## config.mk

```make
export PLATFORM = sky130hd
export DESIGN_NAME = product_accumulator
export DESIGN_NICKNAME = d
export VERILOG_FILES = /design/src/rtl/product_acc_pkg.sv /design/src/rtl/product_acc_adder.sv /design/src/rtl/product_accumulator.sv
export SDC_FILE = /design/constraint.sdc
export NUM_CORES = 1
export LEC_CHECK = 0
export ABC_AREA = 1
export BUFFER_PORTS_ARGS = -buffer_cell sky130_fd_sc_hd__buf_2
export CAP_MARGIN = 10
export CELL_PAD_IN_SITES_DETAIL_PLACEMENT = 1
export CELL_PAD_IN_SITES_GLOBAL_PLACEMENT = 2
export CORE_MARGIN = 2
export CORE_UTILIZATION = 33
export DETAILED_ROUTE_END_ITERATION = 6
export HOLD_SLACK_MARGIN = 0.12
export PLACE_DENSITY_LB_ADDON = 0.05
export SETUP_SLACK_MARGIN = 0.3
export SYNTH_ARGS = -nofsm -noshare
export SYNTH_HDL_FRONTEND = slang
export SYNTH_HIERARCHICAL = 1
export SYNTH_SLANG_ARGS = --single-unit
```

## constraint.sdc

```tcl
create_clock -name clk -period 2.85 [get_ports clk]
set_clock_uncertainty 0.05 [all_clocks]
set_input_delay 0 -clock clk [delete_from_list [all_inputs] [get_ports clk]]
set_output_delay 0 -clock clk [all_outputs]
set_load 0.005 [all_outputs]
```

## src/rtl/product_acc_pkg.sv

```systemverilog
// ----------------------------------------------------------------------------
// product_acc_pkg
//
// Shared definitions for the product accumulator slice:
//   - state_t            : the two accumulator FSM states (ACCUM, EMIT)
//   - acc_w_default()    : default accumulator width so that NUM_TERMS
//                          full-scale products can never overflow
//   - DEFAULT_* params   : the reference configuration of the block
// ----------------------------------------------------------------------------
package product_acc_pkg;

  // ACCUM: taking product beats into the running sum.
  // EMIT : holding one finished group sum for the consumer.
  typedef enum logic [0:0] {
    ACCUM = 1'b0,
    EMIT  = 1'b1
  } state_t;

  // Summing N values of W bits needs at most W + clog2(N) bits.
  function automatic int acc_w_default(input int product_w, input int num_terms);
    return product_w + $clog2(num_terms);
  endfunction

  localparam int DEFAULT_PRODUCT_W = 16;
  localparam int DEFAULT_NUM_TERMS = 4;
  localparam int DEFAULT_ACC_W     = acc_w_default(DEFAULT_PRODUCT_W, DEFAULT_NUM_TERMS);

endpackage : product_acc_pkg

```

## src/rtl/product_acc_adder.sv

```systemverilog
// ----------------------------------------------------------------------------
// product_acc_adder
//
// ACC_W-wide unsigned adder used by the accumulator datapath.
//
// Optional feature macro: PRODUCT_ACC_SAT_EN
//   defined   : on carry-out the result clamps to all-ones and 'clamped'
//               reports that a clamp happened on this addition.
//   undefined : plain modulo-2^ACC_W add; no clamp logic and no 'clamped'
//               port exist.
//
// Ports:
//   a        in  ACC_W  running accumulator value
//   b        in  ACC_W  zero-extended product
//   sum      out ACC_W  a + b (wrapped, or clamped when saturation is on)
//   clamped  out 1      carry-out occurred (saturation build only)
// ----------------------------------------------------------------------------
module product_acc_adder #(
  parameter int ACC_W = 18
) (
  input  logic [ACC_W-1:0] a,
  input  logic [ACC_W-1:0] b,
  output logic [ACC_W-1:0] sum
`ifdef PRODUCT_ACC_SAT_EN
  ,
  output logic             clamped
`endif
);

`ifdef PRODUCT_ACC_SAT_EN
  logic [ACC_W:0] full_sum;

  // One extra bit captures the carry-out. Once the accumulator is all-ones,
  // any non-zero addend carries out again, so the clamp is naturally sticky
  // for the remainder of the group.
  assign full_sum = {1'b0, a} + {1'b0, b};
  assign clamped  = full_sum[ACC_W];
  assign sum      = full_sum[ACC_W] ? {ACC_W{1'b1}} : full_sum[ACC_W-1:0];
`else
  // Truncating add: the carry simply drops off.
  assign sum = a + b;
`endif

endmodule : product_acc_adder

```

## src/rtl/product_accumulator.sv

```systemverilog
// ----------------------------------------------------------------------------
// product_accumulator
//
// Sums consecutive products from the multiplier response stream into groups.
// A group closes after NUM_TERMS products or on a beat carrying in_last,
// whichever comes first; one sum per group is then offered downstream.
//
// Handshake rule (both sides): a transfer happens on a rising clock edge
// where valid && ready are both high. A valid source holds its payload
// stable until that transfer; ready never depends combinationally on the
// same side's valid, and out_val/in_rdy never depend on in_val/out_rdy.
//
// Optional feature macro: PRODUCT_ACC_SAT_EN
//   defined   : the sum clamps to 2^ACC_W-1 on overflow, out_sat flags any
//               clamp within the group.
//   undefined : the sum wraps mod 2^ACC_W, out_sat is tied to 0.
//
// Parameters:
//   PRODUCT_W  width of incoming products (unsigned)
//   NUM_TERMS  maximum products per group (>= 1)
//   CNT_W      width of the term counter and out_terms
//   ACC_W      accumulator width (may be overridden smaller than default)
//
// Ports:
//   clk         in  1          clock, rising edge
//   rst         in  1          synchronous active-high reset
//   in_val      in  1          product beat valid
//   in_product  in  PRODUCT_W  product value
//   in_last     in  1          beat closes the current group early
//   in_rdy      out 1          block accepts a beat this cycle
//   out_val     out 1          group sum valid
//   out_sum     out ACC_W      group sum
//   out_terms   out CNT_W      number of products in the group
//   out_sat     out 1          group saturated (saturation build only)
//   out_rdy     in  1          consumer accepts the sum
// ----------------------------------------------------------------------------
module product_accumulator
  import product_acc_pkg::*;
#(
  parameter int PRODUCT_W = DEFAULT_PRODUCT_W,
  parameter int NUM_TERMS = DEFAULT_NUM_TERMS,
  parameter int CNT_W     = $clog2(NUM_TERMS + 1),
  parameter int ACC_W     = acc_w_default(PRODUCT_W, NUM_TERMS)
) (
  input  logic                 clk,
  input  logic                 rst,
  input  logic                 in_val,
  input  logic [PRODUCT_W-1:0] in_product,
  input  logic                 in_last,
  output logic                 in_rdy,
  output logic                 out_val,
  output logic [ACC_W-1:0]     out_sum,
  output logic [CNT_W-1:0]     out_terms,
  output logic                 out_sat,
  input  logic                 out_rdy
);

  state_t           state;
  logic [ACC_W-1:0] acc;
  logic [ACC_W-1:0] ext_product;
  logic [ACC_W-1:0] add_sum;
  logic [CNT_W-1:0] cnt;
  logic [CNT_W-1:0] cnt_inc;
  logic             accept;
  logic             close_group;

  // --------------------------------------------------------------------------
  // Bring the product to accumulator width. A narrowed accumulator keeps
  // only the low product bits, which matches the mod-2^ACC_W arithmetic.
  // --------------------------------------------------------------------------
  generate
    if (ACC_W > PRODUCT_W) begin : g_zext
      assign ext_product = {{(ACC_W - PRODUCT_W){1'b0}}, in_product};
    end else if (ACC_W == PRODUCT_W) begin : g_same
      assign ext_product = in_product;
    end else begin : g_trunc
      assign ext_product = in_product[ACC_W-1:0];
    end
  endgenerate

  // --------------------------------------------------------------------------
  // Adder (wrapping or clamping depending on the build)
  // --------------------------------------------------------------------------
`ifdef PRODUCT_ACC_SAT_EN
  logic add_clamped;
  logic sat;

  product_acc_adder #(
    .ACC_W   (ACC_W)
  ) u_adder (
    .a       (acc),
    .b       (ext_product),
    .sum     (add_sum),
    .clamped (add_clamped)
  );
`else
  product_acc_adder #(
    .ACC_W   (ACC_W)
  ) u_adder (
    .a       (acc),
    .b       (ext_product),
    .sum     (add_sum)
  );
`endif

  // --------------------------------------------------------------------------
  // Handshake decode
  // --------------------------------------------------------------------------
  // in_rdy is gated by rst so no beat is taken while reset is held, and it
  // is high in the very first cycle after reset releases.
  assign in_rdy      = (state == ACCUM) && !rst;
  assign accept      = in_val && in_rdy;
  assign cnt_inc     = cnt + 1'b1;
  // A beat that both fills the group and carries in_last closes it once.
  assign close_group = (cnt_inc == CNT_W'(NUM_TERMS)) || in_last;
  assign out_val     = (state == EMIT);

  // --------------------------------------------------------------------------
  // FSM, counter, accumulator and output registers
  // --------------------------------------------------------------------------
  always_ff @(posedge clk) begin
    if (rst) begin
      state     <= ACCUM;
      acc       <= '0;
      cnt       <= '0;
      out_sum   <= '0;
      out_terms <= '0;
`ifdef PRODUCT_ACC_SAT_EN
      sat       <= 1'b0;
      out_sat   <= 1'b0;
`endif
    end else begin
      case (state)
        ACCUM: begin
          if (accept) begin
            acc <= add_sum;
            cnt <= cnt_inc;
`ifdef PRODUCT_ACC_SAT_EN
            sat <= sat | add_clamped;
`endif
            if (close_group) begin
              // Results are captured here and then held untouched for the
              // whole EMIT stay, so they cannot move while out_rdy is low.
              out_sum   <= add_sum;
              out_terms <= cnt_inc;
`ifdef PRODUCT_ACC_SAT_EN
              out_sat   <= sat | add_clamped;
`endif
              state     <= EMIT;
            end
          end
        end

        EMIT: begin
          if (out_rdy) begin
            acc   <= '0;
            cnt   <= '0;
`ifdef PRODUCT_ACC_SAT_EN
            sat   <= 1'b0;
`endif
            state <= ACCUM;
          end
        end

        default: state <= ACCUM;
      endcase
    end
  end

`ifndef PRODUCT_ACC_SAT_EN
  assign out_sat = 1'b0;
`endif

endmodule : product_accumulator

```

=== Word-level counts from Yosys, hierarchy flattened ===
Cells that the tools add are included.

* Add/subtract/negate cells: 2
* Eq/ne operators: 3
* Multiplexer cells: 10
* Bitwise operators: 1
* Reduce and logical (&&, ||, !) cells: 6

{| class="wikitable"
|+ Operator list
! cell !! number
|-
| 18-bit 2-to-1 mux || 2
|-
| 18-bit case mux with 2 select lines || 1
|-
| 18-bit by 16-bit adder with 18-bit output || 1
|-
| 3-bit 2-to-1 mux || 2
|-
| 3-bit case mux with 2 select lines || 1
|-
| 2-bit != test (second input constant) || 2
|-
| 3-bit by 1-bit adder with 3-bit output (second input constant) || 1
|-
| 3-bit == test (second input constant) || 1
|-
| 1-bit 2-to-1 mux || 3
|-
| 3-bit AND reduction || 1
|-
| 1-bit logical AND || 2
|-
| 1-bit case mux with 2 select lines || 1
|-
| 2-bit AND reduction || 1
|-
| 1-bit zero test || 1
|-
| 1-bit logical OR || 1
|-
| 1-bit inverter || 1
|}

* Bits in registers: 43
* Input bits: 21
* Output and inout bits: 24
* Word-level logic and storage cells: 27

=== Longest topological paths before layout ===
* Depth after elaboration: 6
* Mapped depth: 15

=== Cells and area by module ===
Netlist, hierarchy kept.

{| class="wikitable"
|+ Modules (own cells, without submodules)
! module !! times used !! cells an instance !! area an instance (µm²)
|-
| product_accumulator || 1 || 227 || 1740.4
|-
| product_acc_adder || 1 || 179 || 975.9
|}

=== Least setup slack after synthesis ===
No wires, ideal clock.

* Path kind: reg2reg
* From: register acc[0]
* To: register out_sum[12]
* Arrival: 1.748 ns
* Path slack: 0.937 ns
* Cell stages (with the launch flop): 15
* Path buffers: 0
* Cells stage by stage: dfxtp_1 > ha_1 > inv_1 > fa_1 > nand3b_1 > nand2_1 > nand3_1 > nand2_2 > nand2_1 > nand3_1 > nand2_1 > inv_1 > nand3_1 > nand2_1 > nor2_1

* Longest elaborated chain between the ends: 1

{| class="wikitable"
|+ RTL lines
! what !! RTL line !! text
|-
| from (decl) || product_accumulator.sv:59 || <nowiki>logic [ACC_W-1:0] acc;</nowiki>
|-
| from (signal assigned) || product_accumulator.sv:136 || <nowiki>acc <= add_sum;</nowiki>
|-
| 18-bit by 16-bit adder with 18-bit output || product_acc_adder.sv:41 || <nowiki>assign sum = a + b;</nowiki>
|-
| named net add_sum[12] || product_accumulator.sv:61 || <nowiki>logic [ACC_W-1:0] add_sum;</nowiki>
|-
| to (signal assigned) || product_accumulator.sv:144 || <nowiki>out_sum <= add_sum;</nowiki>
|-
| to (decl) || product_accumulator.sv:52 || <nowiki>output logic [ACC_W-1:0] out_sum,</nowiki>
|}

The timed path passes the listed nets, and every way through them passes these cells.
A chain may end at the register's enable or synchronous reset.

=== Worst setup path after layout ===
* From: register state, in the netlist out_val
* To: register state, in the netlist out_val

* Longest elaborated chain between the ends: 5

{| class="wikitable"
|+ RTL lines
! what !! RTL line !! text
|-
| from (decl) || product_accumulator.sv:58 || <nowiki>state_t state;</nowiki>
|-
| from (signal assigned) || product_accumulator.sv:123 || <nowiki>state <= ACCUM;</nowiki>
|-
| from (signal assigned) || product_accumulator.sv:149 || <nowiki>state <= EMIT;</nowiki>
|-
| from (signal assigned) || product_accumulator.sv:161 || <nowiki>state <= ACCUM;</nowiki>
|-
| 1-bit inverter (no source line) || - ||
|-
| 1-bit logical AND || product_accumulator.sv:111 || <nowiki>assign in_rdy = (state == ACCUM) && !rst;</nowiki>
|-
| 1-bit logical AND || product_accumulator.sv:112 || <nowiki>assign accept = in_val && in_rdy;</nowiki>
|-
| 1-bit 2-to-1 mux || product_accumulator.sv:135 || <nowiki>if (accept) begin</nowiki>
|-
| 1-bit case mux with 2 select lines (*) || product_accumulator.sv:133 || <nowiki>case (state)</nowiki>
|}

Mark *: on every way between the ends. The rest lies on a longest branch, timed or not.

==> impl_metrics.toml <==
[hold_path]
holdCritPathClass = "in2reg"

[critical_path]
arrival_ns = 2.46
path_max_fanout = 22
path_delay_family = "buffers and inverters"
crit_path_start_kind = "flip-flop"
crit_buf_inv = 2
max_stage_delay_ns = 0.56
rrSetupSlack_ns = 0.59
end_kind = "flip-flop"
crit_path_cell_trace = "nor2_4, nand2_2, inv_2, nand2_1, a21oi_1, dlygate4sd3_1"
critPathRequiredTime_ns = 3.05
path_class = "reg2reg"
cpMaxStageDelayCell = "dlygate4sd3_1"

[synth]
ys_ff_latch = 43
synth-adder-area-share_pct = 9.489
postSynthAreaPerCell_um2 = 6.691
synth_top_area_cell = "dfxtp_1"
yosys.area_share.simple_pct = 31.37
seq_area_frac_synth_pct = 31.69
synthTopCellsByArea = "dfxtp_1 32%, nand2_1 13%, nand3_1 10%"
synthXorXnorAreaFrac_pct = 2.902
synth.area.mux_share_pct = 0
synth-compound-area-share_pct = 12.85
ys_warn_count = 6
yosysUniqueCellTypes = 29
synth_top_cell_area_share_pct = 31.69
synth_top_family_by_area = "simple AND/OR/NAND/NOR gates"
synthCells = 406
synth_area_um2 = 2716

[global_routing]
antenna_found_initial = 0
busiest_layer = "met2"
track_usage_pct = 19.18
gr-usage-met2_pct = 36.52
gr-usage-met3_pct = 3.512
grt_pass1_vias = 2803
use_met1_pct = 22.15
grt_pass1_wl_mm = 13.28
grt_max_degree = 31
overflow = 0

[power]
power_density_nw_per_um2 = 625.0
peakVddDrop_uv = 245.2
leakage_nw = 1.675

[clocking]
cts_root_buf = "clkbuf_8"
cts_buffers = 5
cts_tree = "built"
cts_resized = 0
clock_latency_ns = 0.31
htree_levels = 2
cts_sinks = 43
clock_path_buffers = 2
clk_pin_slew_ns = 0.09

[timing]
min_period_ns = 2.260
hold_ws_ns = 0.1933
drv_slew = 0
worstMarginPinSlew_ns = 0.5170
hold_violations = 0
setup_viol = 0
slew_headroom_pct = 65.45
period_share_pct = 79.30
timing.fmax_mhz = 442.5
rsz0062_at_grt = "false"
fin_tns_setup_ns = 0

[final_layout]
nFillCells = 1085
final_nets = 492
areaGrowthSynthToFinish_pct = 17.64
antenna_cells = 0
final-seq-area_um2 = 860.8
multiInputGateArea_um2 = 1549
layout-drive-gt1-share_pct = 15.49

[detailed_routing]
vias = 2689
totalWireLength_mm = 7.956
dr.pass1.iters = 4
drtIter0Drc = 60
post-route-drc-count = 0
routed_via_density = 4.828
wire_per_inst_um = 14.28
ant_nets = 0

[placed_design]
place_congestion = 0.7951
numPortBuffers = 43
hpwl_mm = 5.919

[floorplanning]
die_x_um = 94.73
core_area_um2 = 8093
rows = 33
die-height_um = 94.73
dieArea_um2 = 8973
io_pins = 45
initial_utilization_pct = 33.57

[outcome]
status = "complete, no violations"

[run]
drv_cap = 0
## routing by layer
metal	vias up	share of wire [%]
met5	-	0
met4	0	0.72
met3	4	3.0
met2	28	52
met1	1265	44
li1	1392	-
## cell families after synthesis
group / after synthesis
other: 1
DFF: 43
adders and majority gates: 20
buffers and inverters: 72
and+or+nand+nor: 194
xor gates and xnor gates: 9
AOI/OAI and AO/OA: 67
## power by group
group / switching [W] / leakage [nW] / total, W / internal, W
Sequential: 0.0000425 / 0.353 / 0.000711 / 0.000668
Clock: 0.000241 / 0.0654 / 0.000592 / 0.000351
Combinational: 0.000445 / 1.26 / 0.000694 / 0.000249
## registers in the layout, summed over array words and instances (netlist names)
register   flops
acc           18
out_val        1
out_terms      3
out_sum       18
cnt            3
## cell usage in the layout, fill, tap and decap left out, types with 2 or more instances in the layout
master	n
ha_1	19
buf_4	4
nand3_1	55
bufinv_16	2
xor2_1	6
dfxtp_1	43
xnor2_1	3
nand2_1	92
and2_1	3
nand2_2	7
o21ai_1	10
nor2_1	30
o21ai_0	15
a21oi_1	39
dlygate4sd3_1	5
inv_1	54
nor2_2	2
buf_2	43
conb_1	3
clkbuf_8	5
## final timing paths
kind            startpoint      endpoint  cells past startpoint
max                out_val       out_val                      6
min          in_product[5]        acc[5]                      5
max reg2reg        out_val       out_val                      6
min reg2reg   out_terms[2]  out_terms[2]                      2
## tightest hold or removal path: cells and delay by family
family                   cells  cell delay [ns]
AO/OA/AOI/OAI                1             0.07
buffers and inverters        2             0.16
adder cells (fa/ha/maj)      1             0.18
XOR/XNOR                     1             0.09
## through the flow
stage | total power, W | instance area (µm²) | std cells | util [%] | setup slack [ns]
5_1_grt | 0.002162 | 3196 | 557 | 39.49 | 0.3647
3_5_place_dp | 0.001427 | 3013 | 544 | 37.23 | 0.6717
6_report | 0.001997 | 3196 | 557 | 39.49 | 0.5899
4_1_cts | 0.002037 | 3196 | 557 | 39.49 | 0.5842
2_1_floorplan | 0.001226 | 2724 | 408 | - | 0.9375
3_3_place_gp | 0.001416 | 3013 | 544 | 37.23 | 0.7550
## Yosys cell counts, drive strengths merged
cell,n
a21o,1
a21oi,40
a22oi,1
and2,3
buf,13
clkbuf,4
conb,1
dfxtp,43
fa,1
ha,19
inv,55
nand2,99
nand3,56
nand3b,1
nor2,33
nor3,2
o21ai,25
xnor2,3
xor2,6
## area by class of cell
cell class / instances / area share (%)
inverters: 55 / 6.460
well taps: 105 / 4.111
multi-input cells: 293 / 48.47
clock buffers: 6 / 2.271
flip-flops and latches: 43 / 26.94
clock inverters: 2 / 1.879
repair buffers: 53 / 9.867
## what timing repair did
item                                   in CTS  in global routing
hold buffers                                5                  0
endpoints found under the hold margin       5                  0
setup buffers                               0                  0
Power figures use the tool's default switching activity.
